### src/rtl/mem_port_arbiter.sv
`default_nettype none
//==============================================================================
// Module   : mem_port_arbiter (with mem_port_arbiter_pkg)
// Brief    : Round-robin arbiter sharing one main-memory port between N caches.
// Revision : 1.0 - initial release
//==============================================================================

package mem_port_arbiter_pkg;
    localparam int ADDR_W     = 32;
    localparam int BLOCK_SIZE = 8;

    typedef struct packed {
        logic                       cs;
        logic                       rw;
        logic [ADDR_W-1:0]          addr;
        logic [BLOCK_SIZE-1:0][7:0] data;
    } memory_request_t;

    typedef struct packed {
        logic                       ack;
        logic [BLOCK_SIZE-1:0][7:0] data;
    } memory_response_t;
endpackage

module mem_port_arbiter
    import mem_port_arbiter_pkg::*;
#(
    parameter int N_PORTS = 4,
    parameter int PTR_W   = $clog2(N_PORTS)
) (
    input  logic               clk,
    input  logic               rst,
    input  memory_request_t    cache_req [N_PORTS],
    output memory_response_t   cache_res [N_PORTS],
    output memory_request_t    mem_req,
    input  memory_response_t   mem_res,
    output logic [N_PORTS-1:0] grant,
    output logic               busy
);

    typedef enum logic [0:0] {
        ST_IDLE = 1'b0,
        ST_BUSY = 1'b1
    } state_t;

    localparam logic [PTR_W-1:0] c_last_rst = PTR_W'(N_PORTS - 1);

    state_t             r_state;
    logic [PTR_W-1:0]   r_gnt_idx;
    logic [PTR_W-1:0]   r_last_idx;
    logic [N_PORTS-1:0] r_grant;

    logic               w_any_req;
    logic [PTR_W-1:0]   w_winner;
    logic               w_gnt_cs;

    // Search starts one past the previous winner, so that port ranks last.
    always_comb begin
        w_any_req = 1'b0;
        w_winner  = '0;
        for (int k = 1; k <= N_PORTS; k++) begin
            if (!w_any_req && cache_req[(int'(r_last_idx) + k) % N_PORTS].cs) begin
                w_any_req = 1'b1;
                w_winner  = PTR_W'((int'(r_last_idx) + k) % N_PORTS);
            end
        end
    end

    assign w_gnt_cs = cache_req[r_gnt_idx].cs;

    always_ff @(posedge clk or posedge rst) begin
        if (rst) begin
            r_state    <= ST_IDLE;
            r_gnt_idx  <= '0;
            r_last_idx <= c_last_rst;
            r_grant    <= '0;
        end else begin
            case (r_state)
                ST_IDLE: begin
                    if (w_any_req) begin
                        r_state   <= ST_BUSY;
                        r_gnt_idx <= w_winner;
                        r_grant   <= N_PORTS'(1) << w_winner;
                    end
                end
                ST_BUSY: begin
                    if (mem_res.ack) begin
                        r_state    <= ST_IDLE;
                        r_last_idx <= r_gnt_idx;
                        r_grant    <= '0;
                    end else if (!w_gnt_cs) begin
                        // Abandoned: the pointer stays put so the port keeps its turn.
                        r_state <= ST_IDLE;
                        r_grant <= '0;
                    end
                end
                default: begin
                    r_state <= ST_IDLE;
                    r_grant <= '0;
                end
            endcase
        end
    end

    // Request and response are routed, not latched: the owner holds its request until ack.
    always_comb begin
        mem_req = '0;
        for (int j = 0; j < N_PORTS; j++) begin
            cache_res[j] = '0;
        end
        if (r_state == ST_BUSY) begin
            mem_req              = cache_req[r_gnt_idx];
            cache_res[r_gnt_idx] = mem_res;
        end
    end

    assign grant = r_grant;
    assign busy  = (r_state == ST_BUSY);

endmodule
`default_nettype wire

### config.mk
export PLATFORM = sky130hd
export DESIGN_NAME = mem_port_arbiter
export DESIGN_NICKNAME = d
export VERILOG_FILES = /design/src/rtl/mem_port_arbiter.sv
export SDC_FILE = /design/constraint.sdc
export NUM_CORES = 1
export LEC_CHECK = 0
export ABC_AREA = 1
export CAP_MARGIN = 20
export CORE_AREA = 2 2 321 323
export DETAILED_ROUTE_END_ITERATION = 6
export DIE_AREA = 0 0 323 325
export PLACE_DENSITY = 0.3
export SKIP_CTS_REPAIR_TIMING = 1
export SYNTH_ARGS = -nofsm -noshare
export SYNTH_HDL_FRONTEND = slang
export SYNTH_SLANG_ARGS = --single-unit
### constraint.sdc
create_clock -name clk -period 2.9 [get_ports clk]
set_input_delay 0.435 -clock clk [delete_from_list [all_inputs] [get_ports clk]]
set_output_delay 0.435 -clock clk [all_outputs]
set_load 0.02 [all_outputs]
== Word level (Yosys, flattened, before mapping) ==
Index checks and enable logic that the tools add are counted.
Word-level totals
  flip-flop bits (word level): 9
  output and inout bits: 363
  logic and storage cells: 77
Cells by class
  $add $sub $neg: 4
  order comparisons: 6
  equality and inequality tests: 2
  shift-type cells: 1
  muxes and demuxes: 35
  bitwise logic cells: 11
  reduce and logical (&&, ||, !) cells: 14
Operator list (number)
  $mux 98: 11
  $bmux 98 s2: 5
  $and 260x260->260: 1
  $mux 260: 1
  $demux 65 s2: 1
  $ge 32x3->1 const B: 4
  $not 32->32: 4
  $mux 65: 1
  $mux 4: 3
  $mux 2: 4
  $pmux 4 s2: 1
  $reduce_or 2->1: 4
  $mux 1: 7
  $reduce_and 2->1: 3
  $add 2x1->2 const B: 2
  $add 2x2->2 const B: 2
  $and 1x1->1 const A: 4
  $logic_and 1x1->1: 4
  $shl 1x2->4 const A: 1
  $ge 3x3->1 const B: 1
  $logic_not 1->1: 3
  $lt 3x1->1 const B: 1
  $ne 3x3->1 const B: 1
  $not 2->3: 1
  3 further kinds: 3

== Longest topological paths before layout ==
  depth in word-level cells: 20
  mapped depth: 12

== Least setup slack after synthesis ==
No wires, ideal clock.
  path kind: flip-flop to output port
  start: register r_gnt_idx[0]
  end: output mem_req[89] (netlist bit)
  arrival time: 1.516 ns
  slack: 0.949 ns
  stages on the path, launching flop included: 7
  buffers on the path: 3
  path through: dfrtp_1 > inv_2 > buf_2 > buf_2 > buf_2 > nand3_1 > a31oi_1
RTL lines
  from (decl): RTL line 49  | logic [PTR_W-1:0] r_gnt_idx;
  from (signal assigned): RTL line 82  | r_gnt_idx <= w_winner;
  to (decl): RTL line 35  | output memory_request_t mem_req,

==> impl_metrics.tcl <==
set metrics [dict create \
    drc 0 \
    worstMarginPinSlew_ns 0.671 \
    cp_data_arrival_time_ns 2.42 \
    clk_transition_reported_paths_ns 0.04 \
    fin_crit_sh_pct 98.5 \
    outcome "complete, no violations" \
    final_hold_viol_count 0 \
    fmax_mhz 350 \
    fin_area_um2 15200 \
    clock_skew_ns 0.000844 \
    cp_slowest_stage_delay_ns 0.65 \
    insertion_delay_ns 0.23 \
    netlist_instances 936 \
    synthToLayoutAreaGrowth_pct 224 \
    seq_area_frac_synth_pct 4.85 \
    whs_path_depth 2 \
    rsz0062_at_grt "yes" \
    drt_wl_total_um 77400 \
    portBuffers 821 \
    dieArea_um2 105000 \
    cts_buffers 3 \
    yosys_warnings 0 \
    cts_tree "done" \
    whs_ns 0.487 \
    die_w_um 323 \
    clk_path_buf_depth 2 \
    drt-pass1-iter-count 5 \
    viasPerCell 3.44 \
    start_util_pct 4.64 \
    power_uw 14200 \
    critical_path.slowest_cell "clkdlybuf4s50_1" \
    htree_levels 1 \
    grt_pass1_vias 10821 \
    gp_congestion 0.818 \
    crit_type "reg2out" \
    reg2regPathDepth 9 \
    slew_viol_final 0 \
    relSlewSlack_pct 55.2 \
    synth_nets 1395 \
    grt_pass1_wl_um 101000 \
    ctsRootBufferMaster "clkbuf_16" \
    ys_seq_elements 9 \
    vias 10539 \
    die_h_um 325 \
    hold_path.class "reg2reg" \
    drive_above_1_share_pct 9.75 \
    place_worst_setup_slack_ns 0.120 \
    critPathMaxFanout 48 \
    dp.cells 3057 \
    place_area_um2 15100 \
    startpoint_type "flip-flop" \
    cts.sinks 9 \
    antenna_found_initial 60 \
    ir_worst_vdd_mv 0.659 \
    gr-total-overflow 0 \
    fillers 11741 \
    final_cells 3067 \
    nNetsFinal 2153 \
    ios 822 \
    grt_usage_pct 14.0 \
    synth_cell_types 25 \
    setup_ws_ns 0.0421 \
    p_leak_uw 0.00527 \
    min_period_ns 2.86 \
    power_density_nw_per_um2 931 \
    drtIter0Drc 473 \
    hpwl_um 68400 \
    finalSetupViolCount 0 \
    crit_chain "inv_4 > buf_16 > nand3_1 > a31oi_1 > clkdlybuf4s50_1" \
    syn-cell-area_um2 4700 \
    grt_max_degree 79 \
    end_kind "primary output" \
    syn_area_per_cell_um2 5.02 \
    cap_violations 0 \
    detail_route.wl_per_cell_um 25.2 \
    rows 117 \
    ant_nets 0 \
    critPathRequiredTime_ns 2.47 \
    core_area_um2 101000 \
]
-- kinds of logic after synthesis --
family	count (synthesis)	share of synthesized area, %
buf+inv	131	11.7
flops	9	4.85
compound gates	203	29.7
simple gates	593	53.7
-- layout by cell type (no fill, tap or decap), types with 2 or more instances in the layout --
master | synthesis | final
diode_2 | 0 | 6
nor2_1 | 264 | 264
nand2_1 | 114 | 112
inv_2 | 7 | 6
inv_4 | 0 | 2
a22oi_1 | 97 | 97
buf_12 | 0 | 62
dfrtp_4 | 0 | 3
inv_1 | 13 | 12
buf_6 | 0 | 2
clkdlybuf4s50_1 | 0 | 722
nor2_4 | 2 | 3
dfstp_2 | 2 | 2
clkbuf_16 | 0 | 3
nand2_4 | 0 | 2
nand3_1 | 201 | 201
dlymetal6s2s_1 | 0 | 8
buf_4 | 3 | 69
nand2_2 | 6 | 6
nand4_1 | 2 | 2
a31oi_1 | 98 | 98
dfrtp_1 | 7 | 4
o21ai_0 | 2 | 2
o21ai_2 | 3 | 3
-- Yosys cell counts (all sizes together) --
| cell | number | area share (%) |
|---|---|---|
| dfrtp | 7 | 3.7 |
| clkbuf | 49 | 3.9 |
| a31oi | 98 | 13 |
| or2 | 1 | 0.13 |
| a22oi | 97 | 15 |
| nand4 | 2 | 0.27 |
| nor2 | 267 | 22 |
| dfstp | 2 | 1.1 |
| o21a | 1 | 0.16 |
| o22ai | 1 | 0.13 |
| nand3 | 202 | 22 |
| nor3 | 1 | 0.11 |
| buf | 62 | 6.2 |
| nand2 | 120 | 9.9 |
| o21ai | 6 | 0.88 |
| inv | 20 | 1.6 |
-- layer usage --
layer	vias up	part of all wire (%)	GRT usage [%]
met2	543	49	24.8
met4	72	1.5	1.78
li1	4830	-	-
met5	-	0.55	0
met3	102	8.5	4.59
met1	4992	41	16.6
-- state kept, by name, summed over array words and instances (netlist names) --
signal / flops
r_last_idx: 2
busy: 1
grant: 4
r_gnt_idx: 2
-- where the power goes --
group / internal [uW] / switching (uW) / total (uW) / leakage, uW
Sequential: 204 / 126 / 329 / 0.000107
Clock: 184 / 64.8 / 249 / 0.0000382
Combinational: 5330 / 8250 / 13600 / 0.00512
-- path summary, 6_finish.rpt --
kind / end / startpoint / slack [ns]
setup / recovery: mem_req[87] / r_gnt_idx[0]$_DFFE_PP0P_ / 0.04
hold / removal: grant[1]$_DFFE_PP0P_ / grant[1]$_DFFE_PP0P_ / 0.49
setup reg to reg: grant[2]$_DFFE_PP0P_ / r_gnt_idx[0]$_DFFE_PP0P_ / 0.85
hold reg to reg: grant[1]$_DFFE_PP0P_ / grant[1]$_DFFE_PP0P_ / 0.49
max in group asynchronous: busy$_DFF_PP0_ / rst / 2.06
min in group asynchronous: r_gnt_idx[0]$_DFFE_PP0P_ / rst / 0.51
-- critical path, delay by kind of cell (launching register included) --
| family | cells | cell delay (ns) |
|---|---|---|
| compound gates | 1 | 0.26 |
| simple gates | 1 | 0.26 |
| flops | 1 | 0.51 |
| buf+inv | 3 | 1.10 |
-- layout make-up --
| type | instances | area (um^2) | share of cell area, % |
|---|---|---|---|
| Multi-Input combinational cell | 796 | 3940 | 25.9 |
| Antenna cell | 6 | 15.0 | 0.0988 |
| Inverter | 20 | 80.1 | 0.527 |
| Sequential cell | 9 | 239 | 1.57 |
| Timing Repair Buffer | 864 | 9140 | 60.1 |
| Clock buffer | 4 | 78.8 | 0.519 |
| Tap cell | 1368 | 1710 | 11.3 |
-- stage by stage --
stage / util (%) / setup TNS, ns
global placement: 14.9 / 0
finish: 15.0 / 0
detailed placement: 14.9 / 0
CTS: 15.0 / -0.0527
global route: 15.0 / -0.0124
floorplan: - / 0
Power figures use the tool's default switching activity.
